$ cat src/rtl/ack_bus_pkg.sv
// rtl/ack_bus_pkg.sv - shared ack bus source IDs and error bit positions
package ack_bus_pkg;
    localparam logic [1:0] ID_MEM  = 2'd0;
    localparam logic [1:0] ID_SHA  = 2'd1;
    localparam logic [1:0] ID_AES  = 2'd2;
    localparam logic [1:0] ID_CTRL = 2'd3;

    localparam int NUM_SRC = 4;

    localparam int ERR_SPUR = 0;
    localparam int ERR_OVF  = 1;
    localparam int ERR_SAT  = 2;
endpackage

$ cat src/rtl/ack_evt_fifo.sv
// rtl/ack_evt_fifo.sv - show-ahead completion event fifo
module ack_evt_fifo #(
    parameter int DEPTH = 4,
    parameter int WIDTH = 2
) (
    input  logic             clk,
    input  logic             rst_n,
    input  logic             push,
    input  logic [WIDTH-1:0] push_data,
    input  logic             pop,
    output logic             full,
    output logic             empty,
    output logic [WIDTH-1:0] head
);
    localparam int AW = $clog2(DEPTH);
    localparam logic [AW:0] FULL_CNT = (AW+1)'(DEPTH);

    logic [WIDTH-1:0] mem [DEPTH];
    logic [AW-1:0]    wr_ptr;
    logic [AW-1:0]    rd_ptr;
    logic [AW:0]      count;
    logic             do_push;
    logic             do_pop;

    assign empty = (count == '0);
    assign full  = (count == FULL_CNT);
    assign head  = mem[rd_ptr];

    // A full fifo still takes a push when the head leaves in the same cycle.
    assign do_pop  = pop && !empty;
    assign do_push = push && (!full || do_pop);

    always_ff @(posedge clk) begin
        if (do_push) begin
            mem[wr_ptr] <= push_data;
        end
    end

    always_ff @(posedge clk) begin
        if (!rst_n) begin
            wr_ptr <= '0;
            rd_ptr <= '0;
            count  <= '0;
        end else begin
            if (do_push) begin
                wr_ptr <= wr_ptr + 1'b1;
            end
            if (do_pop) begin
                rd_ptr <= rd_ptr + 1'b1;
            end
            if (do_push && !do_pop) begin
                count <= count + 1'b1;
            end else if (do_pop && !do_push) begin
                count <= count - 1'b1;
            end
        end
    end
endmodule

$ cat src/rtl/ack_bus_rx_tracker.sv
// rtl/ack_bus_rx_tracker.sv - ack bus sampler, per-source outstanding tracker and event queue
module ack_bus_rx_tracker
    import ack_bus_pkg::*;
#(
    parameter int DEPTH = 4,
    parameter int CNT_W = 3
) (
    input  logic                     clk,
    input  logic                     rst_n,
    input  logic                     ack_valid_n_bus_i,
    input  logic [1:0]               ack_id_bus_i,
    input  logic                     issue_valid,
    input  logic [1:0]               issue_id,
    output logic                     evt_valid,
    output logic [1:0]               evt_id,
    input  logic                     evt_ready,
    output logic [4*CNT_W-1:0]       pending_cnt,
    output logic                     busy,
    output logic [2:0]               err,
    input  logic                     err_clr
);
    localparam logic [CNT_W-1:0] CNT_MAX = '1;

    logic             s_vld;
    logic [1:0]       s_id;
    logic [CNT_W-1:0] cnt     [NUM_SRC];
    logic [CNT_W-1:0] cnt_nxt [NUM_SRC];
    logic             busy_nxt;
    logic             hit;
    logic             sat_err;
    logic             ovf_err;
    logic             fifo_full;
    logic             fifo_empty;
    logic             fifo_pop;
    logic [1:0]       fifo_head;
    logic [2:0]       err_set;

    // An ack is legitimate if something is outstanding or is being issued right now.
    assign hit = s_vld && ((cnt[s_id] != '0) || (issue_valid && (issue_id == s_id)));

    always_comb begin
        sat_err  = 1'b0;
        busy_nxt = 1'b0;
        for (int i = 0; i < NUM_SRC; i++) begin
            cnt_nxt[i] = cnt[i];
            if ((issue_valid && (issue_id == 2'(i))) && !(hit && (s_id == 2'(i)))) begin
                if (cnt[i] == CNT_MAX) begin
                    sat_err = 1'b1;
                end else begin
                    cnt_nxt[i] = cnt[i] + 1'b1;
                end
            end else if (!(issue_valid && (issue_id == 2'(i))) && (hit && (s_id == 2'(i)))) begin
                cnt_nxt[i] = cnt[i] - 1'b1;
            end
            busy_nxt = busy_nxt | (cnt_nxt[i] != '0);
        end
    end

    assign fifo_pop = evt_ready && !fifo_empty;
    assign ovf_err  = hit && fifo_full && !fifo_pop;

    always_comb begin
        err_set           = '0;
        err_set[ERR_SPUR] = s_vld && !hit;
        err_set[ERR_OVF]  = ovf_err;
        err_set[ERR_SAT]  = sat_err;
    end

    ack_evt_fifo #(
        .DEPTH (DEPTH),
        .WIDTH (2)
    ) u_fifo (
        .clk       (clk),
        .rst_n     (rst_n),
        .push      (hit),
        .push_data (s_id),
        .pop       (fifo_pop),
        .full      (fifo_full),
        .empty     (fifo_empty),
        .head      (fifo_head)
    );

    assign evt_valid = !fifo_empty;
    assign evt_id    = fifo_head;

    always_ff @(posedge clk) begin
        if (!rst_n) begin
            s_vld <= 1'b0;
            s_id  <= '0;
            busy  <= 1'b0;
            err   <= '0;
            for (int i = 0; i < NUM_SRC; i++) begin
                cnt[i] <= '0;
            end
        end else begin
            s_vld <= ~ack_valid_n_bus_i;
            s_id  <= ack_id_bus_i;
            busy  <= busy_nxt;
            err   <= (err_clr ? 3'b000 : err) | err_set;
            for (int i = 0; i < NUM_SRC; i++) begin
                cnt[i] <= cnt_nxt[i];
            end
        end
    end

    for (genvar g = 0; g < NUM_SRC; g++) begin : g_pend
        assign pending_cnt[g*CNT_W +: CNT_W] = cnt[g];
    end
endmodule

$ cat config.mk
export PLATFORM = sky130hd
export DESIGN_NAME = ack_bus_rx_tracker
export DESIGN_NICKNAME = d
export VERILOG_FILES = /design/src/rtl/ack_bus_pkg.sv /design/src/rtl/ack_evt_fifo.sv /design/src/rtl/ack_bus_rx_tracker.sv
export SDC_FILE = /design/constraint.sdc
export NUM_CORES = 1
export LEC_CHECK = 0
export CAP_MARGIN = 10
export CORE_MARGIN = 2
export CORE_UTILIZATION = 54
export DETAILED_ROUTE_END_ITERATION = 8
export HOLD_SLACK_MARGIN = 0.1
export PLACE_DENSITY = 0.88
export SYNTH_ARGS = -nofsm -noshare
export SYNTH_HDL_FRONTEND = slang
export SYNTH_SLANG_ARGS = --single-unit
$ cat constraint.sdc
create_clock -name clk -period 3.6 [get_ports clk]
set_input_delay 0.72 -clock clk [delete_from_list [all_inputs] [get_ports clk]]
set_output_delay 0.72 -clock clk [all_outputs]
set_load 0.05 [all_outputs]
==> metrics.txt, run 1 <==
status finished clean; Pwr Density 500.0 nW/um2; clk slew on worst S/H paths 0.07 ns; Root Buffer clkbuf_8; FF+latch count, synth 36; most frequent cells in the layout 28 x dfxtp_1, 28 x clkdlybuf4s50_1, 21 x nor2_1; number of buffers created by CTS 5; Die Ht 66.28 um; layout cells sized above 1 7.280%; Req. time, crit path 3.78 ns; fmax slightly below 300 MHz; Core Footprint between 3000 and 4000 um2; die area between 4000 and 5000 um2; Final Critical Period 3.387 ns; Post-synth EDFFs 8; clk_lat worst skew ~0.3 ns; Setup Viol. Count Final 0; Synthesis Warnings 0; R2R Path Start s_id[0]; worst-margin pin slew around 0.65 ns; clk sinks 36; R2R Path End busy; antenna violations before repair 0; DP Area about 2400 um2; CTS tree done; CP Max Fanout 7; unrepaired setup endpoints after global routing no; post-synthesis sequential area ratio between 30% and 40%; Min-Delay Path Class reg -> reg; vias in the first global route about 1700; Mapped Cells around 230; max-slew violation count 0; diode count 0; synthesized area 2095 um2; ys flop type dfxtp_1; crit share post-route 94.09%; CP startpoint issue_id[1]; Final Hold Vio Count 0; vias about 1800; Final Wtd Congestion just over 0.9; post-CTS sizing 0; hold endpoint u_fifo.count[2]; # IOs 29; first-pass GRT wire length about 7500 um; Layout Nets 284; crit path max-delay cell type clkdlybuf4s50_1; DR WL/cell 14.41 um; first-pass detailed-route iteration total 4; synthesized area per cell between 9 and 10 um2; Max clock buf depth 2; die extent in x about 66 um; Net Count, Synth 250; leakage power 0.9861 nW; Worst EP arrival ~3.6 ns; final worst setup slack 0.2128 ns; Cell Chain, Critical Path clkdlybuf4s50_1 > and3b_1 > nor4_1 > nor2_1 > xnor2_1 > or3b_1 > or4_1 > o41a_1; DRT antenna net count 0; final wirelength 4454 um; CP endpoint kind register; Non-Filler Instances approximately 310; Layout Skew 0.004860 ns; # H-tree levels 2; grt total ovfl 0; PortBufs 28; Worst path max stage delay 0.60 ns; Hold Path Cell Cnt 2; Max IR drop VDD 0.2907 mV; Starting Density a little under three fifths; setup TNS 0 ns; R2R cell count 8; final instance area 2542 um2; post-place setup slack -0.007026 ns; largest net degree at the start of global routing 20; Area growth syn-to-layout 21.39%; Post-DP HPWL 3277 um; internal reg-to-reg setup slack 0.69 ns; max cap viols 0; Worst setup SP type primary input; postcts setup bufs 0; Starting DRT DRC Count 93; vias per inst ~5.7; All-Layer GR Usage 22.54%; # rows 22; Post-Place Cells 301; hold-fix buffer count after cts 0; DRC Markers 0; max_slew headroom 56.46%; count of different cell masters after synthesis 54; Crit Path Class in -> reg; ys async rst share 0%; # fillers 307; min-delay src u_fifo.count[2]
## sequential cells by signal, summed over array words and instances, names as in the netlist, named ones only
signal,count
busy,1
cnt,12
err,3
s_id,2
s_vld,1
u_fifo.count,3
u_fifo.mem,8
u_fifo.rd_ptr,2
u_fifo.wr_ptr,2
## power breakdown
group          switching [mW]  total, mW  leakage (nW)  internal [mW]
Sequential             0.0484      0.503         0.302          0.454
Clock                   0.142      0.347        0.0552          0.205
Combinational           0.250      0.421         0.629          0.171
## layer usage
| layer | global-route usage, % | part of all wire [%] | up-vias |
|---|---|---|---|
| met5 | 0 | 0 | - |
| met2 | 38.63 | 49 | 46 |
| met3 | 5.792 | 5.8 | 8 |
| met1 | 27.49 | 43 | 837 |
| li1 | - | - | 879 |
| met4 | 7.143 | 1.7 | 0 |
## critical path: cells and delay by family
kind                   cells  cell delay (ns)
AO/OA/AOI/OAI              1             0.37
XOR/XNOR                   1             0.19
buffers and inverters      1             0.60
AND/OR/NAND/NOR            5             1.67
## metrics by stage
step	power [mW]	hold WS, ns	util (%)
after floorplan	0.8082	0.4628	-
after global placement	0.9180	0.4763	66.01
after detailed placement	0.9307	0.4903	66.01
after CTS	1.279	0.5003	68.93
after global routing	1.346	0.5222	68.93
final	1.271	0.4960	68.93
## synthesized netlist by cell type, types with 2 or more instances
cell type,number,share of area [%]
o211a_1,2,0.96
nand2b_1,3,0.90
ha_1,13,7.8
a211o_2,2,0.96
nand2_1,17,3.0
mux4_2,2,2.2
and3_1,4,1.2
nor4_1,2,0.60
inv_1,18,3.2
nand3_1,7,1.7
xnor2_1,4,1.7
a41oi_1,2,0.84
and3b_1,2,0.84
or4_1,2,0.72
o21ai_0,8,1.9
nor2_1,21,3.8
and2_1,12,3.6
nor4b_1,2,0.84
o22ai_1,3,0.90
nor3_1,5,1.2
nand3b_1,3,1.1
a21oi_1,10,2.4
o211ai_1,2,0.72
xor2_1,6,2.5
clkbuf_1,3,0.54
a211oi_1,2,0.72
mux2i_1,4,1.9
dfxtp_1,28,27
edfxtp_1,8,11
or3_1,3,0.90
a31oi_1,3,0.90
## how the worst max path moves through the flow
stage	to	depth (start not counted)
6_report	busy	8
5_1_grt	busy	8
4_1_cts	busy	8
3_5_place_dp	busy	8
3_3_place_gp	busy	8
2_1_floorplan	u_fifo.count[2]	11
## kinds of logic (layout without fill, tap and decap cells)
logic type / count (synthesis) / after routing / share of synthesized area (%)
AND/OR/NAND/NOR: 88 / 88 / 23.24
multiplexers: 6 / 6 / 4.062
buffers and inverters: 23 / 58 / 4.480
AO/OA/AOI/OAI: 48 / 48 / 16.31
XOR/XNOR: 11 / 11 / 4.958
adder cells (fa/ha/maj): 14 / 14 / 8.722
flip-flops: 36 / 36 / 38.23
## cell type report
class,count,area [um2],share of cell area [%]
sequential,36,800.8,31.50
clock inverter,2,35.03,1.378
timing repair buffer,31,302.8,11.91
inverter,19,71.32,2.805
multi-input combinational,167,1200,47.19
clock buffer,6,72.57,2.854
tap,48,60.06,2.362
(Power assumes the default switching activity.)
==> inputs of run 2 (changes only) <==
- CORE_UTILIZATION: 54 -> 59
- PLACE_DENSITY: 0.88 -> 0.94
- TNS_END_PERCENT: default -> 20
- clock period: 3.6 -> 3.95 ns (I/O delays scaled with it)
==> metrics.txt, run 2 (same netlist as run 1, synthesis figures left out) <==
max_slew headroom 52.67% (-3.8 points); die area 4042 um2 (-8.0%); Global Route met2 Usage 39.61% (+0.98 points); Starting DRT DRC Count 74 (-20%); first-pass detailed-route iteration total 4 (unchanged); # H-tree levels 2 (unchanged); Min-Delay Path Class reg -> reg; leakage power 0.9622 nW (-2.4%); CP Max Fanout 7 (unchanged); Worst path max stage delay 0.63 ns (+0.03 ns); Hold WS 0.5146 ns (+0.01856 ns); internal reg-to-reg setup slack 0.83 ns (+0.14 ns); Layout Skew 0.004036 ns (-0.0008248 ns); number of buffers created by CTS 5 (unchanged); largest net degree at the start of global routing 20 (unchanged); final wirelength 4403 um (-1.1%); Max clock buf depth 2 (unchanged); max reg flops 12 (unchanged); setup TNS 0 ns (unchanged); vias in the first global route 1673 (+0.12%); antenna violations before repair 0 (unchanged); worst-margin pin slew 0.7034 ns (+0.05623 ns); # IOs 29 (unchanged); Die Ht 63.58 um (-4.1%); Post-Place Cells 297 (-1.3%); Pwr Density 438.2 nW/um2 (-12%); Worst EP arrival 3.55 ns (-0.02 ns); most frequent cells in the layout 28 x dfxtp_1, 28 x clkdlybuf4s50_1, 21 x nor2_1; PortBufs 28 (unchanged); Setup Viol. Count Final 0 (unchanged); vias 1786 (+0.90%); vias per inst 5.856 (+2.2%); # rows 21 (-4.5%); crit path max-delay cell type clkdlybuf4s50_1; Max IR drop VDD 0.2280 mV (-22%); Cell Chain, Critical Path clkdlybuf4s50_1 > and3b_1 > nor4_1 > nand2_1 > xor2_1 > o21ai_0 > or4_1 > o41a_1; clk sinks 36 (unchanged); Worst setup SP type primary input; DRC Markers 0 (unchanged); postcts setup bufs 0 (unchanged); Post-DP HPWL 3303 um (+0.79%); Core Footprint 3363 um2 (-8.8%); met1 usage in global routing 28.60% (+1.1 points); CP endpoint kind register; Final Wtd Congestion 0.9170 (-1.2%); clk_lat worst skew 0.34 ns (+0.04 ns); met3 usage 5.357% (-0.44 points); post-CTS sizing 0 (unchanged); hold-fix buffer count after cts 0 (unchanged); crit share post-route 83.58%; grt total ovfl 0 (unchanged); layout cells sized above 1 6.950% (-0.33 points); Area growth syn-to-layout 19.24%; All-Layer GR Usage 23.29% (+0.75 points); Starting Density 62.28% (+5.5 points); Non-Filler Instances 305 (-1.3%); most used routing layer in global routing met2; clk slew on worst S/H paths 0.11 ns (+0.04 ns); fmax 302.9 MHz; Final Critical Period around 3.3 ns; Root Buffer clkbuf_4; first-pass GRT wire length 7396 um (-1.6%); Req. time, crit path 4.19 ns (+0.41 ns); CTS tree done; diode count 0 (unchanged); die extent in x 63.58 um (-4.1%); DRT antenna net count 0 (unchanged); unrepaired setup endpoints after global routing no; Largest regs cnt: 12 flops, u_fifo.mem: 8 flops; max cap viols 0 (unchanged); Top reg by flops cnt; max-slew violation count 0 (unchanged); Crit Path Class in -> reg; status finished clean; DR WL/cell 14.44 um (+0.15%); Layout Nets 282 (-0.70%); Final Hold Vio Count 0 (unchanged)
==> run 2: final cells by class <==
type	count	area (um2)
multi-input cells	167	1200
fillers	259	865.8
flip-flops and latches	36	800.8
repair buffers	29	287.8
inverters	19	71.32
well taps	46	57.56
clock inverters	3	42.54
clock buffers	5	37.54
==> run 2: worst max-delay path: cells and delay by family <==
family | cells | cell delay [ns]
AO/OA/AOI/OAI | 2 | 0.46
AND/OR/NAND/NOR | 4 | 1.51
buffers and inverters | 1 | 0.63
XOR/XNOR | 1 | 0.15
==> run 2: power by group <==
group          total [mW]  switching (mW)  leakage, nW  internal, mW
Clock               0.256           0.124       0.0412         0.132
Sequential          0.459          0.0458        0.302         0.414
Combinational       0.379           0.224        0.619         0.155
==> run 2: metal layers <==
| metal | vias to the layer above | share of wire [%] |
|---|---|---|
| li1 | 886 | - |
| met1 | 844 | 43 |
| met2 | 49 | 50 |
| met3 | 7 | 5.5 |
| met4 | 0 | 1.4 |
| met5 | - | 0 |
==> run 2: worst paths after layout <==
check / from / to / cells past startpoint
worst max-delay path: issue_id[0] / busy / 8
worst min register to register: err[1] / err[1] / 2
worst min-delay path: err[1] / err[1] / 2
worst max register to register: s_id[0] / busy / 7
==> run 2: through the flow <==
step / utilization (%) / setup slack, ns / total power, mW / instance area, um2
4_1_cts: 74.26 / 0.6836 / 1.103 / 2497
5_1_grt: 74.26 / 0.4568 / 1.161 / 2497
6_report: 74.26 / 0.6485 / 1.094 / 2497
2_1_floorplan: - / 0.6638 / 0.7366 / 2095
3_3_place_gp: 71.88 / 0.3884 / 0.8343 / 2417
3_5_place_dp: 71.88 / 0.3049 / 0.8467 / 2417
==> inputs of run 3 (changes only) <==
- CORE_UTILIZATION: 59 -> 54
- PLACE_DENSITY: 0.94 -> 0.88
- clock period: 3.95 -> 3.3 ns (I/O delays scaled with it)
==> metrics.txt, run 3 (same netlist as run 1, synthesis figures left out) <==
Post-DP HPWL 3440 um (+4.1%); Starting DRT DRC Count 71 (-4.1%); clk sinks 36 (unchanged); Max IR drop VDD 0.3519 mV (+54%); CP Max Fanout 5 (-2); Top reg by flops cnt; # H-tree levels 2 (unchanged); Req. time, crit path 3.51 ns (-0.68 ns); switching share of total power 34.61% (-1.4 points); clk_lat worst skew 0.29 ns (-0.05 ns); DP Area 2525 um2 (+4.5%); vias per inst 5.726 (-2.2%); number of buffers created by CTS 5 (unchanged); fmax roughly 320 MHz; Comb pwr share 33.5% (-1.2 points); Hold WS 0.4969 ns (-0.01768 ns); Largest regs cnt: 12 flops, u_fifo.mem: 8 flops; Layout Nets 296 (+5.0%); CTS tree done; first-pass GRT wire length 7369 um (-0.37%); setup TNS 0 ns (unchanged); register area 800.8 um2 (unchanged); grt total ovfl 0 (unchanged); Max clock buf depth 2 (unchanged); max cap viols 0 (unchanged); post-CTS sizing 0 (unchanged); Core Footprint 3689 um2 (+9.7%); Crit Path Class in -> reg; Worst setup SP type primary input; status finished clean; most frequent cells in the layout 28 x dfxtp_1, 28 x clkdlybuf4s50_1, 21 x nor2_1; P_sw 483.1 uW (+23%); postcts setup bufs 0 (unchanged); worst-margin pin slew 0.6244 ns (-0.07904 ns); diode count 0 (unchanged); sequential share of power 39.2% (-2.8 points); antenna violations before repair 0 (unchanged); crit share post-route 95.24%; # rows 22 (+4.8%); Worst EP arrival 3.35 ns (-0.20 ns); layout cells sized above 1 11.72% (+4.8 points); vias in the first global route 1611 (-3.7%); Die Ht 66.28 um (+4.2%); DR WL/cell 14.12 um (-2.2%); clk slew on worst S/H paths 0.07 ns (-0.04 ns); DRC Markers 0 (unchanged); vias 1838 (+2.9%); internal power 912.6 uW (+30%); Final Critical Period 3.143 ns; Final Wtd Congestion 0.8725 (-4.9%); leakage power 1.045 nW (+8.6%); # fillers 290 (+12%); Starting Density 56.78% (-5.5 points); Area growth syn-to-layout 25.87%; final core occ 71.47% (-2.8 points); final wirelength 4531 um (+2.9%); die extent in x 66.28 um (+4.2%); max_slew headroom 57.79% (+5.1 points); first-pass detailed-route iteration total 5 (+1); All-Layer GR Usage 22.51% (-0.78 points); Clk pwr share 27.4% (+4.1 points); die area 4393 um2 (+8.7%); Setup Viol. Count Final 0 (unchanged); DRT antenna net count 0 (unchanged); # IOs 29 (unchanged); unrepaired setup endpoints after global routing no; CP endpoint kind register; Root Buffer clkbuf_8; max-slew violation count 0 (unchanged); Pwr Density 529.4 nW/um2 (+21%); max reg flops 12 (unchanged); area of the multi-input gates 1200 um2 (unchanged); Layout Skew 0.006109 ns (+0.002074 ns); Min-Delay Path Class reg -> reg; final instance area 2636 um2 (+5.6%); Final Hold Vio Count 0 (unchanged); hold-fix buffer count after cts 0 (unchanged); PortBufs 28 (unchanged); largest net degree at the start of global routing 20 (unchanged)
==> run 3: area by class of cell <==
cell class,instances,area share [%]
multi-input cells,167,45.51
flip-flops and latches,36,30.37
repair buffers,43,14.90
inverters,19,2.705
clock buffers,5,2.610
well taps,48,2.278
clock inverters,3,1.614
==> run 3: path summary, 6_finish.rpt <==
path                            slack (ns)            start  cells past startpoint              end
worst min register to register        0.50  u_fifo.count[2]                      2  u_fifo.count[2]
worst min-delay path                  0.50  u_fifo.count[2]                      2  u_fifo.count[2]
worst max-delay path                  0.16      issue_id[1]                     11  u_fifo.count[2]
worst max register to register        0.34          s_id[0]                      8             busy
==> run 3: power by group through the flow <==
| stage | Sequential, mW | Combinational (mW) | Clock (mW) |
|---|---|---|---|
| 2_1_floorplan | 0.605 | 0.277 | 0 |
| 3_3_place_gp | 0.554 | 0.455 | 0 |
| 3_5_place_dp | 0.558 | 0.464 | 0 |
| 4_1_cts | 0.548 | 0.469 | 0.390 |
| 5_1_grt | 0.556 | 0.506 | 0.413 |
| 6_report | 0.547 | 0.467 | 0.382 |
==> run 3: through the flow <==
stage | std cells | power, mW | worst slack [ns]
6_report | 321 | 1.396 | 0.1570
3_5_place_dp | 313 | 1.022 | -0.05218
3_3_place_gp | 313 | 1.008 | 0.01187
2_1_floorplan | 226 | 0.8816 | 0.1438
5_1_grt | 321 | 1.474 | 0.03952
4_1_cts | 321 | 1.406 | 0.1510
==> run 3: worst max-delay path, cell delays in order <==
cell and delay [ns]:
clkdlybuf4s50_1 0.50, xor2_1 0.22, nor3_1 0.20, a21oi_1 0.09, a211oi_1 0.41, ha_1 0.26, inv_1 0.06, fa_1 0.37
xor2_1 0.16, or3_1 0.30, a21oi_1 0.13
==> run 3: metal layers <==
metal,vias to the layer above,wire [um],part of all wire (%),global-route usage [%]
met5,-,0,0,0
met4,0,52,1.1,7.908
met3,7,241,5.3,6.133
met2,55,2273,50,38.38
met1,862,1964,43,27.10
li1,914,-,-,-
